[src/rtl/mdu_pkg.sv]
// mdu_pkg: shared states, opcodes and default width for the multiply/divide unit
package mdu_pkg;
  localparam int MDU_WIDTH = 32;
  localparam logic MDU_OP_MULT = 1'b0;
  localparam logic MDU_OP_DIV = 1'b1;
  typedef enum logic [2:0] {S_IDLE, S_MULT, S_DIV, S_FIX, S_DONE} mdu_state_t;
endpackage

[src/rtl/mdu_div_step.sv]
// mdu_div_step: one combinational restoring-division step on unsigned magnitudes
module mdu_div_step #(
  parameter int WIDTH = 32
) (
  input  logic [WIDTH-1:0] rem,
  input  logic [WIDTH-1:0] quo,
  input  logic [WIDTH-1:0] dvs,
  output logic [WIDTH-1:0] rem_next,
  output logic [WIDTH-1:0] quo_next
);
  logic [WIDTH:0] diff;
  // Bit WIDTH of the difference is the borrow: remainder < divisor keeps it below 2^WIDTH
  assign diff = {rem, quo[WIDTH-1]} - {1'b0, dvs};
  assign rem_next = diff[WIDTH] ? {rem[WIDTH-2:0], quo[WIDTH-1]} : diff[WIDTH-1:0];
  assign quo_next = {quo[WIDTH-2:0], ~diff[WIDTH]};
endmodule

[src/rtl/mult_div_unit.sv]
// mult_div_unit: multi-cycle signed Booth multiply / restoring divide writing HI/LO
module mult_div_unit import mdu_pkg::*; #(
  parameter int WIDTH = MDU_WIDTH
) (
  input  logic             clock,
  input  logic             reset,
  input  logic             start,
  input  logic             op,
  input  logic [WIDTH-1:0] a,
  input  logic [WIDTH-1:0] b,
  output logic             busy,
  output logic             done,
  output logic             div_zero,
  output logic [WIDTH-1:0] hi,
  output logic [WIDTH-1:0] lo
);
  localparam int CW = $clog2(WIDTH) + 1;
  mdu_state_t state;
  logic [CW-1:0] cnt;
  logic [WIDTH:0] acc_hi, m_ext, booth_sum;
  logic [WIDTH-1:0] acc_lo, m, a_mag, b_mag, rem_next, quo_next, quo_fix, rem_fix;
  logic q, op_r, neg_q, neg_r;
  assign a_mag = a[WIDTH-1] ? -a : a;
  assign b_mag = b[WIDTH-1] ? -b : b;
  // Upper accumulator carries one guard bit so subtracting the most negative multiplicand cannot overflow
  assign m_ext = {m[WIDTH-1], m};
  assign booth_sum = {acc_lo[0], q} == 2'b01 ? acc_hi + m_ext :
                     {acc_lo[0], q} == 2'b10 ? acc_hi - m_ext : acc_hi;
  assign quo_fix = neg_q ? -acc_lo : acc_lo;
  assign rem_fix = neg_r ? -acc_hi[WIDTH-1:0] : acc_hi[WIDTH-1:0];
  mdu_div_step #(.WIDTH(WIDTH)) u_step (
    .rem(acc_hi[WIDTH-1:0]),
    .quo(acc_lo),
    .dvs(m),
    .rem_next(rem_next),
    .quo_next(quo_next)
  );
  always_ff @(posedge clock or negedge reset)
    if (!reset) begin
      state <= S_IDLE;
      cnt <= '0;
      acc_hi <= '0;
      acc_lo <= '0;
      m <= '0;
      q <= 1'b0;
      op_r <= 1'b0;
      neg_q <= 1'b0;
      neg_r <= 1'b0;
      busy <= 1'b0;
      done <= 1'b0;
      div_zero <= 1'b0;
      hi <= '0;
      lo <= '0;
    end else begin
      case (state)
        S_IDLE: if (start) begin
          cnt <= CW'(WIDTH);
          busy <= 1'b1;
          op_r <= op;
          q <= 1'b0;
          acc_hi <= '0;
          neg_q <= a[WIDTH-1] ^ b[WIDTH-1];
          neg_r <= a[WIDTH-1];
          if (op == MDU_OP_MULT) begin
            m <= a;
            acc_lo <= b;
            div_zero <= 1'b0;
            state <= S_MULT;
          end else if (b == '0) begin
            div_zero <= 1'b1;
            done <= 1'b1;
            state <= S_DONE;
          end else begin
            m <= b_mag;
            acc_lo <= a_mag;
            div_zero <= 1'b0;
            state <= S_DIV;
          end
        end
        S_MULT: begin
          acc_hi <= {booth_sum[WIDTH], booth_sum[WIDTH:1]};
          acc_lo <= {booth_sum[0], acc_lo[WIDTH-1:1]};
          q <= acc_lo[0];
          cnt <= cnt - CW'(1);
          state <= cnt == CW'(1) ? S_FIX : S_MULT;
        end
        S_DIV: begin
          acc_hi <= {1'b0, rem_next};
          acc_lo <= quo_next;
          cnt <= cnt - CW'(1);
          state <= cnt == CW'(1) ? S_FIX : S_DIV;
        end
        S_FIX: begin
          hi <= op_r == MDU_OP_DIV ? rem_fix : acc_hi[WIDTH-1:0];
          lo <= op_r == MDU_OP_DIV ? quo_fix : acc_lo;
          done <= 1'b1;
          state <= S_DONE;
        end
        S_DONE: begin
          done <= 1'b0;
          busy <= 1'b0;
          state <= S_IDLE;
        end
        default: state <= S_IDLE;
      endcase
    end
endmodule

[config.mk]
export PLATFORM = sky130hd
export DESIGN_NAME = mult_div_unit
export DESIGN_NICKNAME = d
export VERILOG_FILES = /design/src/rtl/mdu_pkg.sv /design/src/rtl/mdu_div_step.sv /design/src/rtl/mult_div_unit.sv
export SDC_FILE = /design/constraint.sdc
export NUM_CORES = 1
export LEC_CHECK = 0
export CAP_MARGIN = 20
export CORE_UTILIZATION = 40
export DETAILED_ROUTE_END_ITERATION = 8
export DONT_BUFFER_PORTS = 1
export PLACE_DENSITY = 0.62
export RECOVER_POWER = 25
export SKIP_CTS_REPAIR_TIMING = 1
export SYNTH_ARGS = -nofsm -noshare
export SYNTH_HDL_FRONTEND = slang
export SYNTH_HIERARCHICAL = 1
export SYNTH_SLANG_ARGS = --single-unit
[constraint.sdc]
create_clock -name clock -period 4.8 [get_ports clock]
set_input_delay 1.44 -clock clock [delete_from_list [all_inputs] [get_ports clock]]
set_output_delay 1.44 -clock clock [all_outputs]
set_load 0.05 [all_outputs]
==> out/results.tsv <==
metric	value	unit
antenna cells	0	
Top FF cell, synth	dfrtp_1	
total number of vias	16397	
Post-Synth Simple-Gate Area	0.1733	
Clock Latency Late Sink	470	ps
Die X	207.6	um
grt ovf	0	
leading cell type in the layout, fill and taps excluded	o21ai_0	
post-layout min period	4267	ps
DIE AREA	43100	um2
Clock Sinks	177	
Max Fclk	234.3	MHz
relative slew slack	0.3620	
Post-Syn Area	16910	um2
Seq/Total Area, Yosys	0.2620	
Final Core Density	0.4313	
TNS Setup	0	ps
Slew Limit Fails	0	
post-route ant nets	0	
Final period util	0.8890	
CTS Buf Count	17	
DR DRC count	0	
nets	2263	
post-DP HPWL	45590	um
Site Rows	74	
GPL Wtd Cong	1.011	
Max-Cap Viols	0	
vias in the first global route	15918	
CTS root buf	clkbuf_16	
Buffers on Ports	0	
Syn Nets	2365	
Mapped Cells	2192	
Final Hold Viols	0	
asr flop ratio synth	1.000	
layout cells sized above 1	0.07180	
post-synthesis mux area share	0.02568	
via/cell ratio	6.223	
Setup-failing EPs final	0	
CTS max path bufs	2	
YS warnings	6	
number of DRC markers in iteration 0	1474	
status	completed	
Synth Area in Compound Gates	0.3048	
largest family of logic cells by synthesized area	compound AO/OA/AOI/OAI gates	
area taken by multi-input logic gates	11270	um2
DRT Wirelength	58910	um
Post-Syn Area per Cell	7.714	um2
CP Max Fanout	21	
worst hold path type	flip-flop to flip-flop	
first-pass GRT wire length	92390	um
H-tree levels	4	
setup skew after layout	15.65	ps
crit path capture type	flip-flop	
# IOs	135	
adder-cell share of the synthesized area	0.07903	
drt pass-1 iters	6	
#FFs+latches synth	177	
worst endpoint required time	5140	ps
synth unique cells	81	
total area of sequential cells	4429	um2
largest net degree at the start of global routing	178	
clock-pin slew on the worst setup and hold paths	70	ps
Die H	207.6	um
Routed wire per std cell	22.36	um
Critical Path AT	4600	ps
Post-synth EDFFs	0	
core box area	41290	um2
Tightest Pin Transition	957.0	ps
total track usage	0.2725	
CTS tree	yes	
RSZ-0062 raised after global routing	false	
FILL cells	4260	
xor/xnor share of the synthesized area	0.08236	
Initial Utilization	0.4095	
CP Class	flip-flop to flip-flop	
most frequent cells in the layout	227 x o21ai_0, 202 x nor2_1, 196 x nand2_1	
area growth from synthesis to layout	5.343	%
number of antenna violations at the first check in global routing	0	
CP Launch Type	flip-flop	
## kinds of logic (layout without fill, tap and decap cells)
family / after synthesis / after routing
AO/OA/AOI/OAI: 797 / 797
XOR/XNOR: 159 / 159
adder cells (fa/ha/maj): 105 / 105
buffers and inverters: 292 / 203
flip-flops: 177 / 177
multiplexers: 33 / 33
AND/OR/NAND/NOR: 629 / 629
## worst max-delay path, cell delays in order, from the launching register on
cell and delay, ps:
dfrtp_1 420, ha_1 230, fa_1 410, and2b_1 230, o2111ai_1 170, a21oi_2 250
o2111ai_1 320, a211oi_2 320, nor2_2 100, mux2i_2 170, and2_4 210, inv_2 560
mux2_2 410, a221o_1 320
## synth_stat cells, drive strengths merged (5+ instances only)
| library cell | n | area (um2) |
|---|---|---|
| mux2 | 23 | 330.3 |
| clkbuf | 135 | 506.7 |
| o41ai | 17 | 167.7 |
| o221ai | 18 | 157.7 |
| o31ai | 42 | 320.3 |
| a2111oi | 6 | 52.55 |
| a31oi | 16 | 100.1 |
| a21o | 46 | 345.3 |
| a221o | 23 | 230.2 |
| or3 | 15 | 106.4 |
| nor2 | 204 | 768.2 |
| o31a | 5 | 43.79 |
| o21bai | 15 | 112.6 |
| o22ai | 8 | 50.05 |
| nand2b | 18 | 112.6 |
| xor2 | 94 | 823.3 |
| mux2i | 10 | 103.9 |
| and3 | 9 | 56.30 |
| a211o | 6 | 52.55 |
| o2111ai | 8 | 70.07 |
| nor2b | 19 | 118.9 |
| nand2 | 198 | 743.2 |
| dfrtp | 177 | 4429 |
| o311ai | 6 | 52.55 |
| a22oi | 37 | 277.8 |
| ha | 102 | 1276 |
| or4 | 18 | 146.4 |
| nand3 | 35 | 175.2 |
| nor4 | 24 | 150.1 |
| nor3 | 35 | 175.2 |
| a211oi | 39 | 297.8 |
| buf | 40 | 286.5 |
| o211ai | 19 | 142.6 |
| or2 | 11 | 68.82 |
| a21oi | 191 | 959.7 |
| nand4 | 12 | 75.07 |
| o21ai | 227 | 1136 |
| and2 | 12 | 77.58 |
| xnor2 | 65 | 569.3 |
| o21a | 18 | 135.1 |
| nor4b | 5 | 43.79 |
| inv | 117 | 439.2 |
| a221oi | 22 | 192.7 |
## final cells by class
| class | instances | share of cell area |
|---|---|---|
| multi-input combinational | 1723 | 0.6330 |
| tap | 532 | 0.03737 |
| clock buffer | 18 | 0.02466 |
| timing repair buffer | 54 | 0.02346 |
| inverter | 117 | 0.02466 |
| clock inverter | 14 | 0.008219 |
| sequential | 177 | 0.2487 |
## metrics by stage
stage               setup WS, ps  hold slack, ps  instance area, um2  cells
floorplan                  495.3           460.9               16910   2192
global placement           383.4           499.1               17230   2603
detailed placement         327.2           508.0               17230   2603
CTS                        574.1           524.5               17810   2635
global route               367.6           556.0               17810   2635
finish                     532.7           524.8               17810   2635
## metal layers
layer  vias up  track usage  part of all wire
met3       114      0.05234             0.070
met2       631       0.4530              0.47
li1       7717            -                 -
met4         0       0.1050             0.034
met1      7935       0.3482              0.43
met5         -            0                 0
## path summary, 6_finish.rpt
path | end | from | depth (start not counted) | slack, ps
max in group asynchronous | m[11]$_DFFE_PN0P_ | reset | 0 | 3700
min in group asynchronous | acc_hi[28]$_DFFE_PN0P_ | reset | 0 | 660
worst max-delay path | acc_hi[3]$_DFFE_PN0P_ | m[0]$_DFFE_PN0P_ | 13 | 530
worst max register to register | acc_hi[3]$_DFFE_PN0P_ | m[0]$_DFFE_PN0P_ | 13 | 530
worst min register to register | neg_r$_DFFE_PN0P_ | neg_r$_DFFE_PN0P_ | 2 | 520
worst min-delay path | neg_r$_DFFE_PN0P_ | neg_r$_DFFE_PN0P_ | 2 | 520
## registers in the layout, summed over array words and instances, names as in the netlist, 3 cells and up
register,count
acc_hi,33
acc_lo,32
cnt,6
hi,32
lo,32
m,32
state,3
Power is not shown: default switching activity piles up to over one toggle a cycle in this logic, so the estimate is an artifact.
